`src/rtl/pc_gen_pkg.sv`:
```
// Shared definitions for the rysy fetch PC generator: datapath width, PC step,
// default reset vector, FSM state encoding and the target alignment helper.
package pc_gen_pkg;

  localparam int REG_LEN = 32;
  localparam logic [REG_LEN-1:0] PC_STEP          = 32'd4;
  localparam logic [REG_LEN-1:0] DEFAULT_RESET_PC = 32'h0000_0000;
  localparam logic [REG_LEN-1:0] PC_ALIGN_MASK    = 32'h0000_0003;

  typedef enum logic {
    PCG_RUN   = 1'b0,
    PCG_FLUSH = 1'b1
  } pcg_state_t;

  // Instruction fetch is word-aligned; the two low bits of a target are dropped.
  function automatic logic [REG_LEN-1:0] align_pc(input logic [REG_LEN-1:0] target);
    return target & ~PC_ALIGN_MASK;
  endfunction

endpackage

```
`src/rtl/pc_gen_if.sv`:
```
// Fetch/redirect bus between execute (master) and the PC generator (slave).
// Optional misalign_err signal exists only when PC_MISALIGN_TRAP_EN is defined.
interface pc_gen_if;
  import pc_gen_pkg::*;

  // Handshake: jump_req is a single-cycle request with no ready/backpressure.
  // In RUN it is accepted on the edge where it is high, even when stall is
  // high; in FLUSH it is dropped because it comes from a wrong-path slot.
  logic               stall;
  logic               jump_req;
  logic [REG_LEN-1:0] jump_target;
  logic [REG_LEN-1:0] pc;
  logic [REG_LEN-1:0] pc_next;
  logic               kill;
  logic               jump_taken;
  pcg_state_t         state;
`ifdef PC_MISALIGN_TRAP_EN
  logic               misalign_err;
`endif

  modport master (
`ifdef PC_MISALIGN_TRAP_EN
    input  misalign_err,
`endif
    output stall, jump_req, jump_target,
    input  pc, pc_next, kill, jump_taken, state
  );

  modport slave (
`ifdef PC_MISALIGN_TRAP_EN
    output misalign_err,
`endif
    input  stall, jump_req, jump_target,
    output pc, pc_next, kill, jump_taken, state
  );

endinterface

```
`src/rtl/pc_gen.sv`:
```
// Program-counter generator and redirect unit: PC += 4, ALU redirects, and a
// PIPE_DEPTH-cycle kill window. Optional PC_MISALIGN_TRAP_EN traps misaligned targets.
module pc_gen
  import pc_gen_pkg::*;
#(
  parameter logic [REG_LEN-1:0] RESET_PC   = DEFAULT_RESET_PC,
  parameter int                 PIPE_DEPTH = 2
) (
  input  logic         clk,
  input  logic         rst_n,
  pc_gen_if.slave      bus
);

  localparam int CNT_W = $clog2(PIPE_DEPTH + 1);

  pcg_state_t         state, state_d;
  logic [CNT_W-1:0]   kill_cnt, kill_cnt_d;
  logic [REG_LEN-1:0] pc_q, pc_d;
  logic               kill_q;
  logic               jump_taken_q, jump_taken_d;
  logic               target_ok;

`ifdef PC_MISALIGN_TRAP_EN
  logic misalign_q, misalign_d;
  assign target_ok  = (bus.jump_target & PC_ALIGN_MASK) == '0;
  assign misalign_d = (state == PCG_RUN) && bus.jump_req && !target_ok;
`else
  assign target_ok  = 1'b1;
`endif

  always_comb begin
    pc_d         = pc_q;
    kill_cnt_d   = kill_cnt;
    state_d      = state;
    jump_taken_d = 1'b0;
    unique case (state)
      PCG_RUN: begin
        if (bus.jump_req) begin
          // A rejected (misaligned) request leaves pc where it is, even unstalled.
          if (target_ok) begin
            pc_d         = align_pc(bus.jump_target);
            kill_cnt_d   = CNT_W'(PIPE_DEPTH);
            state_d      = PCG_FLUSH;
            jump_taken_d = 1'b1;
          end
        end else if (!bus.stall) begin
          pc_d = pc_q + PC_STEP;
        end
      end
      PCG_FLUSH: begin
        if (!bus.stall) begin
          pc_d       = pc_q + PC_STEP;
          kill_cnt_d = kill_cnt - CNT_W'(1);
          if (kill_cnt == CNT_W'(1)) state_d = PCG_RUN;
        end
      end
      default: state_d = PCG_RUN;
    endcase
  end

  always_ff @(posedge clk or negedge rst_n) begin
    if (!rst_n) begin
      state        <= PCG_RUN;
      kill_cnt     <= '0;
      pc_q         <= RESET_PC;
      kill_q       <= 1'b0;
      jump_taken_q <= 1'b0;
`ifdef PC_MISALIGN_TRAP_EN
      misalign_q   <= 1'b0;
`endif
    end else begin
      state        <= state_d;
      kill_cnt     <= kill_cnt_d;
      pc_q         <= pc_d;
      kill_q       <= (kill_cnt_d != '0);
      jump_taken_q <= jump_taken_d;
`ifdef PC_MISALIGN_TRAP_EN
      misalign_q   <= misalign_d;
`endif
    end
  end

  assign bus.pc         = pc_q;
  assign bus.pc_next    = pc_d;
  assign bus.kill       = kill_q;
  assign bus.jump_taken = jump_taken_q;
  assign bus.state      = state;
`ifdef PC_MISALIGN_TRAP_EN
  assign bus.misalign_err = misalign_q;
`endif

endmodule

```
`src/flat_wrapper.sv`:
```
// flat-port wrapper written by rule: the top's interface ports become plain ports
module pc_gen_flat import pc_gen_pkg::*;
#(
  parameter logic [REG_LEN-1:0] RESET_PC   = DEFAULT_RESET_PC,
  parameter int                 PIPE_DEPTH = 2
)
  (clk, rst_n, bus_stall, bus_jump_req, bus_jump_target, bus_pc, bus_pc_next, bus_kill, bus_jump_taken, bus_state);
  pc_gen_if bus_i ();
  input  logic clk;
  input  logic rst_n;
  input wire logic [$bits(bus_i.stall)-1:0] bus_stall;
  input wire logic [$bits(bus_i.jump_req)-1:0] bus_jump_req;
  input wire logic [$bits(bus_i.jump_target)-1:0] bus_jump_target;
  output wire logic [$bits(bus_i.pc)-1:0] bus_pc;
  output wire logic [$bits(bus_i.pc_next)-1:0] bus_pc_next;
  output wire logic [$bits(bus_i.kill)-1:0] bus_kill;
  output wire logic [$bits(bus_i.jump_taken)-1:0] bus_jump_taken;
  output wire logic [$bits(bus_i.state)-1:0] bus_state;
  assign bus_i.stall = bus_stall;
  assign bus_i.jump_req = bus_jump_req;
  assign bus_i.jump_target = bus_jump_target;
  assign bus_pc = bus_i.pc;
  assign bus_pc_next = bus_i.pc_next;
  assign bus_kill = bus_i.kill;
  assign bus_jump_taken = bus_i.jump_taken;
  assign bus_state = bus_i.state;
  pc_gen #(.RESET_PC(RESET_PC), .PIPE_DEPTH(PIPE_DEPTH)) u_core (.clk(clk), .rst_n(rst_n), .bus(bus_i));
endmodule
```
`config.mk`:
```
export PLATFORM = sky130hd
export DESIGN_NAME = pc_gen_flat
export DESIGN_NICKNAME = d
export VERILOG_FILES = /design/src/rtl/pc_gen_pkg.sv /design/src/rtl/pc_gen_if.sv /design/src/rtl/pc_gen.sv /design/src/flat_wrapper.sv
export SDC_FILE = /design/constraint.sdc
export NUM_CORES = 1
export LEC_CHECK = 0
export CAP_MARGIN = 20
export CORE_MARGIN = 3
export CORE_UTILIZATION = 36
export CTS_CLUSTER_SIZE = 30
export DETAILED_ROUTE_END_ITERATION = 10
export PLACE_DENSITY = 0.76
export REMOVE_ABC_BUFFERS = 1
export SLEW_MARGIN = 10
export SYNTH_ARGS = -nofsm -noshare
export SYNTH_HDL_FRONTEND = slang
export SYNTH_SLANG_ARGS = --single-unit
export TNS_END_PERCENT = 20
```
`constraint.sdc`:
```
create_clock -name clk -period 2.1 [get_ports clk]
set_input_delay 0.315 -clock clk [delete_from_list [all_inputs] [get_ports clk]]
set_output_delay 0.315 -clock clk [all_outputs]
set_load 0.05 [all_outputs]
```
Word level (Yosys, flattened, before mapping)

Cells that the tools add are included.

Input bits: 36
Bits in registers: 37

Multiplexer cells: 11
Equality and inequality tests: 1
Bitwise operators: 1
$add $sub $neg: 2
Reductions and logical operators: 1

Operators with widths:

| operator                | count |
|---|---|
| $mux W32                | 2 |
| $pmux W32 S2            | 1 |
| $add A32 B3 Y32 const B | 1 |
| $mux W1                 | 4 |
| $mux W2                 | 2 |
| $pmux W2 S2             | 1 |
| $eq A2 B1 Y1 const B    | 1 |
| $pmux W1 S2             | 1 |
| $reduce_bool A2 Y1      | 1 |
| $sub A2 B1 Y2 const B   | 1 |
| $not A1 Y1              | 1 |

Depth between registers and ports, before layout

Gate-level depths: netlist (run 1).

Depth in word-level cells: 4
Mapped depth: 7
Gate-level depth less buffers: 5

Worst setup path before layout (run 1)

OpenSTA, ideal clock, no wires.

Path type: register to output
Start point: register u_core.pc_q[2], in the netlist u_core.bus.pc[2]
End point: output bus_pc_next[26]
Data required time: 1.785 ns
Arrival: 2.966 ns
Setup slack: -1.181 ns
Stages on the path, launching flop included: 8
Cells stage by stage: dfrtp_1 -> ha_1 -> and4b_1 -> clkbuf_2 -> nand4_1 -> clkbuf_1 -> or4_1 -> a31oi_1

Longest elaborated chain between the ends: 4

Ends and longest elaborated chain:

| what                     | RTL line                   | RTL |
|---|---|---|
| start: declaration       | pc_gen.sv:18               | `logic [REG_LEN-1:0] pc_q, pc_d;` |
| start signal: assignment | pc_gen.sv:74               | `pc_q <= pc_d;` |
| $add A32 B3 Y32 (*)      | pc_gen.sv:47, pc_gen.sv:52 |  |
| $mux W32 (*)             | pc_gen.sv:46, pc_gen.sv:51 |  |
| $mux W32                 | pc_gen.sv:38               | `if (bus.jump_req) begin` |
| $pmux W32 S2 (*)         | pc_gen.sv:36               | `unique case (state)` |
| end: declaration         | flat_wrapper.sv:15         | `output wire logic [$bits(bus_i.pc_next)-1:0] bus_pc_next;` |

Mark *: on every way between the ends. The rest lies on a longest branch, timed or not.

Worst setup path in the final report (run 1)

Start point: register u_core.pc_q[10], in the netlist u_core.bus.pc[10]
End point: output bus_pc_next[21]

The elaborated chain is that of the path after synthesis.

==> results by group, run 1 <==
Global routing
  – First-pass GRT wire length: 11100 um
  – Pin count of the biggest net entering global routing: 25
  – Global-route track usage on met3: 0.0765
  – Met1 Use GR: 0.245
  – Initial antenna violation count: 0
  – Congestion Overflow GR: 0
  – Most used routing layer: met2
  – Aggregate global-route resource usage: 0.219
  – Vias in the first global route: 2477
  – Met2 Use GR: 0.382

Die
  – Die area: 0.00661 mm^2
  – DIE HEIGHT: 81.3 um
  – Total core area: 0.00530 mm^2
  – IO Pins: 103
  – FP Rows: 26
  – Starting Density: 0.385
  – Chip width: 81.3 um

Finish
  – Most frequent cells in the layout: 71 x buf_4, 65 x clkdlybuf4s50_1, 36 x dfrtp_1
  – Fin util: 0.799
  – Layout cells sized above 1: 0.381
  – Synthesis-to-finish area growth: 107%
  – Commonest non-fill, non-tap cell in the layout: buf_4
  – Nets: 433
  – Final std cells w/o fill: 464
  – Diodes inserted: 0

Setup path
  – Worst path required time: 1780 ps
  – CP cell instances: nand4_1 > or4_4 > buf_4 > or4_1 > a31oi_1 > buf_4 > buf_12
  – CP Max Fanout: 4
  – Arrival time at the worst endpoint: 2410 ps
  – Top cell by count, worst path: buf_4
  – Slowest Stage Delay on Critical Path: 550 ps
  – CP Launch Type: flop
  – Setup crit end kind: output pin
  – Slowest cell on crit path: or4_4
  – Crit Path Category: flop to output pin

STA
  – Final Hold Fails: 0
  – Final period utilization: 1.30
  – Final Skew: 10.4 ps
  – Slew headroom: 0.633
  – Slew @ Worst Pin: 549 ps
  – Fmax: 367 MHz
  – Endpoints failing setup: 21
  – Final Slew Violations: 0
  – RSZ-0062 raised after global routing: true
  – Worst setup margin: -626 ps
  – Min Tclk post-route: 2730 ps

Routing
  – DRT Wirelength: 7420 um
  – Drc violations: 0
  – Number of DRC markers in iteration 0: 108
  – ANT nets after route: 0
  – Total number of vias: 2474
  – DR WL/cell: 16.0 um
  – Initial DRT Pass Iterations: 4
  – Vias per cell: 5.33

Synthesis
  – Post-Syn Area per Cell: 9.16 um^2
  – Synth Cell Area: 0.00204 mm^2
  – Seq cells post-synth: 37
  – Cell count after synthesis: 223
  – Post-synth EDFFs: 0
  – Synth async-reset ratio: 1.00
  – Post-synthesis sequential area ratio: 0.453
  – Main flop type after synthesis: dfrtp_1
  – Synth Warn #: 0
  – Distinct cell type count after synthesis: 43

Min path
  – Worst min path class: input pin to async pin

Place
  – Worst slack at placement: -800 ps
  – HPWL after DPL: 5350 um
  – Placed Cells: 452
  – GP Congestion: 0.820
  – # port buffers: 100

CTS
  – Latest clock arrival within the worst-skew pair: 290 ps
  – CTS Sinks: 37
  – Clock root cell: clkbuf_8
  – CTS buffer count: 5
  – Reg clk slew, reported paths: 80 ps
  – CTS tree: done
  – Clock tree buffer depth: 2
  – H-tree depth: 2

Power and ir drop
  – Peak supply drop: 1.42 mV
  – P_leak: 1.81 nW
  – Pwr Density: 1990 mW/mm^2

Flow run
  – Max-Cap Viols: 0

Outcome
  – Violated checks: setup timing
  – Result of the run: finished, violations left
[sequential cells by signal, summed over array words and instances, names as in the netlist]
signal	flops
u_core.bus.jump_taken	1
u_core.bus.kill	1
u_core.kill_cnt	2
u_core.bus.state	1
u_core.bus.pc	32
[report_power, final]
part	internal (W)	switching (W)	total (W)
Sequential	0.00103	0.000276	0.00131
Combinational	0.00288	0.00378	0.00666
Clock	0.000218	0.000242	0.000461
[worst paths after layout]
kind                                             start                           to  slack [ps]  depth (start not counted)
max                        u_core.bus.pc[10]$_DFF_PN0_              bus_pc_next[21]        -630                          7
min                                              rst_n  u_core.bus.pc[26]$_DFF_PN0_         470                          2
max reg2reg                u_core.bus.pc[16]$_DFF_PN0_  u_core.bus.pc[30]$_DFF_PN0_          20                          6
min reg2reg                 u_core.bus.state$_DFF_PN0_   u_core.bus.state$_DFF_PN0_         540                          1
max in group asynchronous                        rst_n   u_core.bus.state$_DFF_PN0_        1060                          3
min in group clk            u_core.bus.state$_DFF_PN0_   u_core.bus.state$_DFF_PN0_         540                          1
[repair_timing]
action                                  CTS  global route
pin swaps                                12            15
resized for setup                        27            24
endpoints found under the setup margin   35            30
hold endpoints to repair                 14             0
hold buffers                              1             0
setup buffers                             2             3
[Yosys cell counts (2+ instances only)]
cell type,number,area share
dfrtp_1,37,0.45
nand2_1,22,0.040
nor2_1,20,0.037
a31oi_1,17,0.052
o21ai_0,17,0.042
or4_1,12,0.044
nand3_1,10,0.025
o31ai_1,10,0.037
clkbuf_1,8,0.015
inv_1,8,0.015
nand4_1,7,0.021
xnor2_1,6,0.026
xor2_1,6,0.026
a21oi_1,3,0.0074
and4_1,3,0.013
nor3_1,3,0.0074
or3_1,3,0.0092
and2_1,2,0.0061
and3_1,2,0.0061
ha_1,2,0.012
nor4_1,2,0.0061
or2_2,2,0.0061
[worst max-delay path: cells and delay by family (launching register included)]
kind / cells / cell delay [ps]
flip-flops: 1 / 360
buffers and inverters: 3 / 460
AND/OR/NAND/NOR: 3 / 1110
AO/OA/AOI/OAI: 1 / 200
[cells by family (layout without fill, tap and decap cells)]
| family | Yosys count | count (layout) | synth area share |
|---|---|---|---|
| AOI/OAI and AO/OA | 52 | 52 | 0.159 |
| xor gates and xnor gates | 12 | 12 | 0.0515 |
| and+or+nand+nor | 97 | 97 | 0.272 |
| adders and majority gates | 2 | 2 | 0.0123 |
| DFF | 37 | 37 | 0.453 |
| buffers and inverters | 22 | 193 | 0.0472 |
| muxes | 1 | 1 | 0.00490 |
[through the flow]
| step | hold WS, ps | power [W] | TNS [ps] | cell area, um^2 |
|---|---|---|---|---|
| floorplan | 19.4 | 0.00442 | -75910 | 1980 |
| global placement | 242 | 0.00756 | -17610 | 3910 |
| detailed placement | 256 | 0.00765 | -18710 | 3910 |
| CTS | 479 | 0.00828 | -8780 | 4110 |
| global route | 502 | 0.00882 | -11230 | 4240 |
| finish | 470 | 0.00843 | -8590 | 4240 |
[routing by layer]
metal | wire length [um] | up-vias | part of all wire
met2 | 3720 | 118 | 0.50
li1 | - | 1168 | -
met5 | 0 | - | 0
met3 | 765 | 14 | 0.10
met1 | 2790 | 1174 | 0.38
met4 | 148 | 0 | 0.020
[layout make-up]
class                   count  area, um^2
inverters                   9        33.8
fillers                   336        1070
clock buffers               5        68.8
well taps                  70        87.6
flip-flops and latches     37         927
multi-input cells         164        1190
repair buffers            178        1920
clock inverters             1        5.00
Power figures use the tool's default switching activity.
==> inputs of run 2 (changes only) <==
Settings changed: CORE_MARGIN 3 to 2.
==> run 2 against run 1 <==
Effect of this change: global-route usage grew 2.7 points; critical path type unchanged; the flow still finishes with violations (setup timing); final area grew 2.0%; power grew 1.4%; die area is 4.9% lower; sequential share of layout area down 0.46 points; non-clock buffer count rose by 4.
==> results by group, run 2 (synthesis gave the netlist of run 1 again) <==
Setup path
  – CP top delay family: simple AND/OR/NAND/NOR gates
  – Worst r2r src: u_core.bus.pc[7]$_DFF_PN0_
  – CP Launch Type: flop
  – Arrival time at the worst endpoint: 2450 ps (+40 ps)
  – Crit path capture: bus_pc_next[27]
  – Setup crit end kind: output pin
  – CP bufs+invs: 4 (+1)
  – Flop2flop setup slack: -50 ps (-70 ps)
  – Crit path depth: 8 (+1)
  – Worst path required time: 1780 ps (about the same)
  – FF-to-FF path depth: 6 (unchanged)
  – R2r endpoint: u_core.bus.pc[31]$_DFF_PN0_
  – Top cell by count, worst path: buf_4
  – Slowest cell on crit path: or4_4
  – CP Max Fanout: 5 (+1)
  – Slowest Stage Delay on Critical Path: 530 ps (-20 ps)
  – CP Launch Point: u_core.bus.pc[19]$_DFF_PN0_
  – Crit Path Category: flop to output pin
  – CP cell instances: nand4_1 > buf_4 > or4_4 > buf_4 > o31ai_2 > a31oi_1 > buf_4 > buf_12

Global routing
  – Congestion Overflow GR: 0 (unchanged)
  – Initial antenna violation count: 0 (unchanged)
  – Aggregate global-route resource usage: 0.246 (+0.0270)
  – Pin count of the biggest net entering global routing: 38 (+52%)
  – Vias in the first global route: 2592 (+4.6%)
  – First-pass GRT wire length: 12200 um (+9.7%)

Power and ir drop
  – Clk pwr share: 0.059 (+0.004)
  – Pwr Density: 1980 mW/mm^2 (-0.64%)
  – Int Power: 0.00420 W (+1.6%)
  – Sw Share: 0.509 (-0.00101)
  – Sw Pwr: 0.00435 W (+1.2%)
  – Sequential cell fraction of total power: 0.153 (-0.002)
  – P_leak: 1.83 nW (+1.2%)
  – Combinational power share: 0.787 (-0.003)
  – Peak supply drop: 1.63 mV (+14%)

Finish
  – Diodes inserted: 0 (unchanged)
  – Final std cells w/o fill: 472 (+1.7%)
  – Commonest non-fill, non-tap cell in the layout: buf_4
  – Synthesis-to-finish area growth: 112%
  – Post-route cell area: 0.00432 mm^2 (+2.0%)
  – Filler cells: 358 (+6.5%)
  – Fin util: 0.785 (-0.0141)
  – Layout cells sized above 1: 0.390 (+0.00929)
  – Most frequent cells in the layout: 79 x buf_4, 66 x clkdlybuf4s50_1, 37 x dfrtp_1
  – Nets: 438 (+1.2%)
  – Max reg flops: 32 (unchanged)

STA
  – Final Skew: 9.41 ps (-0.987 ps)
  – Endpoints failing setup: 26 (+24%)
  – Min Tclk post-route: 2770 ps (+39.8 ps)
  – Final Slew Violations: 0 (unchanged)
  – Final Hold Fails: 0 (unchanged)
  – Slew headroom: 0.646 (+0.0127)
  – Hold slack: 62.9 ps (-407 ps)
  – Worst setup margin: -666 ps (-39.8 ps)
  – Slew @ Worst Pin: 530 ps (-19.0 ps)
  – Fmax: 362 MHz (-1.4%)
  – Final period utilization: 1.32 (+0.0190)
  – RSZ-0062 raised after global routing: true

CTS
  – Reg clk slew, reported paths: 80 ps (about the same)
  – Clock tree buffer depth: 2 (unchanged)
  – Clock root cell: clkbuf_8
  – CTS buffer count: 5 (unchanged)
  – CTS Sinks: 37 (unchanged)
  – Latest clock arrival within the worst-skew pair: 290 ps (about the same)
  – H-tree depth: 2 (unchanged)
  – CTS tree: done

Place
  – Placed Cells: 450 (-0.44%)
  – Area of placed instances: 0.00388 mm^2 (-0.70%)
  – GP Congestion: 0.751 (-8.4%)
  – HPWL after DPL: 5000 um (-6.7%)
  – # port buffers: 100 (unchanged)

Min path
  – Worst min path class: input pin to async pin

Routing
  – Drc violations: 0 (unchanged)
  – DR WL/cell: 16.0 um (+0.30%)
  – Vias per cell: 5.31 (-0.38%)
  – Initial DRT Pass Iterations: 4 (unchanged)
  – Number of DRC markers in iteration 0: 182 (+69%)
  – Total number of vias: 2507 (+1.3%)
  – ANT nets after route: 0 (unchanged)
  – DRT Wirelength: 7570 um (+2.0%)

Die
  – Die area: 0.00629 mm^2 (-4.9%)
  – DIE HEIGHT: 79.3 um (-2.5%)
  – IO Pins: 103 (unchanged)
  – Total core area: 0.00551 mm^2 (+3.8%)
  – Starting Density: 0.371 (-0.0143)
  – FP Rows: 27 (+3.8%)
  – Chip width: 79.3 um (-2.5%)

Outcome
  – Violated checks: setup timing
  – Result of the run: finished, violations left

Flow run
  – Max-Cap Viols: 0 (unchanged)
-- run 2: cell count changes in the layout (fill, tap and decap cells not counted), moves of 2 or more --
| cell | delta |
|---|---|
| buf_6 | -3 |
| or4_1 | -2 |
| nor3_2 | -2 |
| buf_4 | +8 |
| o21ai_1 | +3 |
| o21ai_0 | -2 |
| a31oi_4 | +2 |
| nor3_1 | +2 |
| o31ai_1 | -2 |
| or4_4 | +3 |
-- run 2: what timing repair did --
item / 4_1_cts / 5_1_grt
pin swaps: 22 / 13
resized for setup: 44 / 13
gates cloned: 1 / 0
hold buffers: 0 / 0
setup buffers: 8 / 7
setup endpoints to repair: 38 / 34
-- run 2: worst min-delay path by stage --
stage	endpoint	slack, ps	start	cells past startpoint
after floorplan	u_core.bus.jump_taken$_DFF_PN0_	20	rst_n	0
after global placement	u_core.bus.pc[22]$_DFF_PN0_	390	rst_n	2
after detailed placement	u_core.bus.pc[22]$_DFF_PN0_	400	rst_n	2
after CTS	u_core.bus.pc[22]$_DFF_PN0_	80	rst_n	2
after global routing	u_core.bus.pc[22]$_DFF_PN0_	110	rst_n	2
final	u_core.bus.pc[22]$_DFF_PN0_	60	rst_n	2
-- run 2: layout make-up --
| class | count | area, um^2 | area share |
|---|---|---|---|
| Inverter | 9 | 33.8 | 0.00782 |
| Tap cell | 72 | 90.1 | 0.0209 |
| Clock buffer | 7 | 86.3 | 0.0200 |
| Sequential cell | 37 | 926 | 0.214 |
| Timing Repair Buffer | 182 | 1930 | 0.447 |
| Multi-Input combinational cell | 165 | 1250 | 0.290 |
-- run 2: per-layer routing --
layer  share of wire  global-route usage  vias to the layer above
li1                -                   -                     1188
met1            0.41               0.301                     1191
met2            0.50               0.429                      115
met3           0.078              0.0545                       13
met4           0.013              0.0776                        0
met5               0                   0                        -
-- run 2: power groups by stage --
stage	logic (W)	clock network [W]	registers, W
after floorplan	0.00198	0	0.00244
after global placement	0.00619	0	0.00127
after detailed placement	0.00625	0	0.00129
after CTS	0.00656	0.000519	0.00128
after global routing	0.00701	0.000555	0.00134
final	0.00673	0.000505	0.00131
-- run 2: stage by stage --
| stage | setup slack (ps) | TNS (ps) | total power (W) |
|---|---|---|---|
| after global placement | -771 | -17070 | 0.00746 |
| after floorplan | -1700 | -75910 | 0.00442 |
| after CTS | -590 | -8840 | 0.00837 |
| after global routing | -726 | -11980 | 0.00891 |
| final | -666 | -8870 | 0.00855 |
| after detailed placement | -812 | -18380 | 0.00753 |
==> inputs of run 3 (changes only) <==
Settings changed: CORE_ASPECT_RATIO set to 1.4, CORE_UTILIZATION 36 to 43, PLACE_DENSITY 0.76 to 0.85.
Clock period 2.1 ns to 3.2 ns, I/O delays scaled along.
==> run 3 against run 2 <==
Effect of this change: sequential cell count stayed put; global-route usage grew 0.41 points; via count is 7.5% lower; routed wire length rose by 2.4%; sequential share of layout area rose by 3.8 points; non-clock buffer count decreased by 69; final cell count is 17% lower; critical path type is now input pin to output pin; clock skew up 4.2 ps; core utilization increased by 2.7 points; the flow still finishes with violations (setup timing); largest cell class unchanged.
==> results by group, run 3 (synthesis gave the netlist of run 1 again) <==
Outcome
  – Result of the run: finished, violations left
  – Violated checks: setup timing

Finish
  – Layout cells sized above 1: 0.227 (-0.163)
  – Most frequent cells in the layout: 67 x clkdlybuf4s50_1, 36 x dfrtp_1, 29 x buf_12
  – Synthesis-to-finish area growth: 80.2%
  – Fin util: 0.811 (+0.0267)
  – Diodes inserted: 0 (unchanged)
  – Max reg flops: 32 (unchanged)
  – Nets: 368 (-16%)
  – Commonest non-fill, non-tap cell in the layout: clkdlybuf4s50_1
  – Post-route cell area: 0.00368 mm^2 (-15%)

CTS
  – CTS buffer count: 5 (unchanged)
  – Latest clock arrival within the worst-skew pair: 300 ps (about the same)
  – H-tree depth: 2 (unchanged)
  – CTS tree: done
  – Clock tree buffer depth: 2 (unchanged)
  – Setup Fix Bufs, Post-CTS: 0 (-8)
  – Reg clk slew, reported paths: 70 ps (about the same)
  – CTS Sinks: 37 (unchanged)
  – Clock root cell: clkbuf_8

Global routing
  – Met1 Use GR: 0.295 (-0.00558)
  – Pin count of the biggest net entering global routing: 38 (unchanged)
  – First-pass GRT wire length: 10600 um (-13%)
  – Initial antenna violation count: 0 (unchanged)
  – Global-route track usage on met3: 0.0538 (-0.000740)
  – Congestion Overflow GR: 0 (unchanged)
  – Met2 Use GR: 0.441 (+0.0119)
  – Vias in the first global route: 2134 (-18%)
  – Most used routing layer: met2
  – Aggregate global-route resource usage: 0.250 (+0.00406)

Setup path
  – Setup crit end kind: output pin
  – R2r endpoint: u_core.bus.pc[31]$_DFF_PN0_
  – CP Launch Point: bus_stall
  – Flop2flop setup slack: 860 ps (+910 ps)
  – Crit Path Category: input pin to output pin
  – Arrival time at the worst endpoint: 2720 ps (+270 ps)
  – Worst path required time: 2720 ps (+940 ps)
  – CP Launch Type: input pin
  – FF-to-FF path depth: 4 (-2)
  – CP Max Fanout: 8 (+3)
  – Crit path capture: bus_pc_next[31]
  – Worst r2r src: u_core.bus.pc[19]$_DFF_PN0_

Routing
  – Drc violations: 0 (unchanged)
  – Number of DRC markers in iteration 0: 330 (+81%)
  – DR WL/cell: 19.7 um (+23%)
  – Vias per cell: 5.90 (+11%)
  – DRT Wirelength: 7750 um (+2.4%)
  – Initial DRT Pass Iterations: 4 (unchanged)
  – ANT nets after route: 0 (unchanged)
  – Total number of vias: 2319 (-7.5%)

Die
  – FP Rows: 29 (+7.4%)
  – IO Pins: 103 (unchanged)
  – Total core area: 0.00454 mm^2 (-18%)
  – Die area: 0.00532 mm^2 (-15%)
  – DIE HEIGHT: 85.5 um (+7.8%)
  – Chip width: 62.2 um (-22%)
  – Starting Density: 0.450 (+0.0794)

Place
  – GP Congestion: 0.799 (+6.5%)
  – # port buffers: 100 (unchanged)
  – Area of placed instances: 0.00343 mm^2 (-12%)
  – HPWL after DPL: 4740 um (-5.2%)

STA
  – Final period utilization: 1.00
  – Worst setup margin: -2.40 ps (+663 ps)
  – Slew headroom: 0.442 (-0.203)
  – Final Slew Violations: 0 (unchanged)
  – Setup TNS Final: -2.40 ps (+8870 ps)
  – Min Tclk post-route: 3200 ps
  – Final Hold Fails: 0 (unchanged)
  – Final Skew: 13.6 ps (+4.15 ps)
  – RSZ-0062 raised after global routing: true
  – Fmax: 312 MHz
  – Slew @ Worst Pin: 837 ps (+307 ps)
  – Endpoints failing setup: 1 (-96%)

Flow run
  – Max-Cap Viols: 0 (unchanged)

Min path
  – Worst min path class: input pin to async pin
[run 3: changes by cell type in the layout (fill, tap and decap cells not counted), sizes merged]
cell	change
dlygate4sd2	-1
clkdlybuf4s50	+1
or4	-1
clkinv	+1
buf	-69
[run 3: what timing repair did]
action | in CTS | in global routing
pin swaps | 0 | 4
resized for setup | 2 | 20
setup endpoints to repair | 7 | 13
hold endpoints to repair | 0 | 0
hold buffers | 0 | 0
[run 3: routing by layer]
metal | share of wire | wire, um | vias up
met5 | 0 | 0 | -
met4 | 0.034 | 260 | 0
met3 | 0.073 | 564 | 25
met2 | 0.52 | 4030 | 131
met1 | 0.37 | 2900 | 1120
li1 | - | - | 1043
[run 3: worst max-delay path, stage by stage]
cell,delay (ps)
clkdlybuf4s50_1,430
nand4b_4,180
or4_4,610
or4_1,570
a31oi_4,270
buf_12,170
[run 3: how the worst min path moves through the flow]
| stage | startpoint | endpoint | slack (ps) | cells after the start |
|---|---|---|---|---|
| after CTS | rst_n | u_core.bus.pc[15]$_DFF_PN0_ | 310 | 1 |
| after detailed placement | u_core.kill_cnt[1]$_DFF_PN0_ | u_core.kill_cnt[1]$_DFF_PN0_ | 530 | 1 |
| after global placement | u_core.kill_cnt[1]$_DFF_PN0_ | u_core.kill_cnt[1]$_DFF_PN0_ | 500 | 1 |
| after global routing | rst_n | u_core.bus.pc[30]$_DFF_PN0_ | 340 | 1 |
| after floorplan | rst_n | u_core.bus.jump_taken$_DFF_PN0_ | 180 | 0 |
| final | rst_n | u_core.bus.pc[30]$_DFF_PN0_ | 290 | 1 |
[run 3: area by class of cell]
class                   count  area [um^2]
well taps                  62         77.6
clock buffers               7         96.3
inverters                   9         33.8
repair buffers            113         1380
multi-input cells         164         1160
flip-flops and latches     37          927
fillers                   263          856
clock inverters             1         5.00
[run 3: stage by stage]
stage | instances | setup WS, ps | hold WS (ps)
final | 393 | -2.40 | 286
after floorplan | 210 | -767 | 184
after global placement | 385 | -78.9 | 497
after CTS | 393 | 3.73 | 313
after detailed placement | 385 | -118 | 531
after global routing | 393 | -61.3 | 343
Power of run 3 is not shown: default switching activity piles up to over one toggle a cycle in this logic, so the estimate is an artifact.
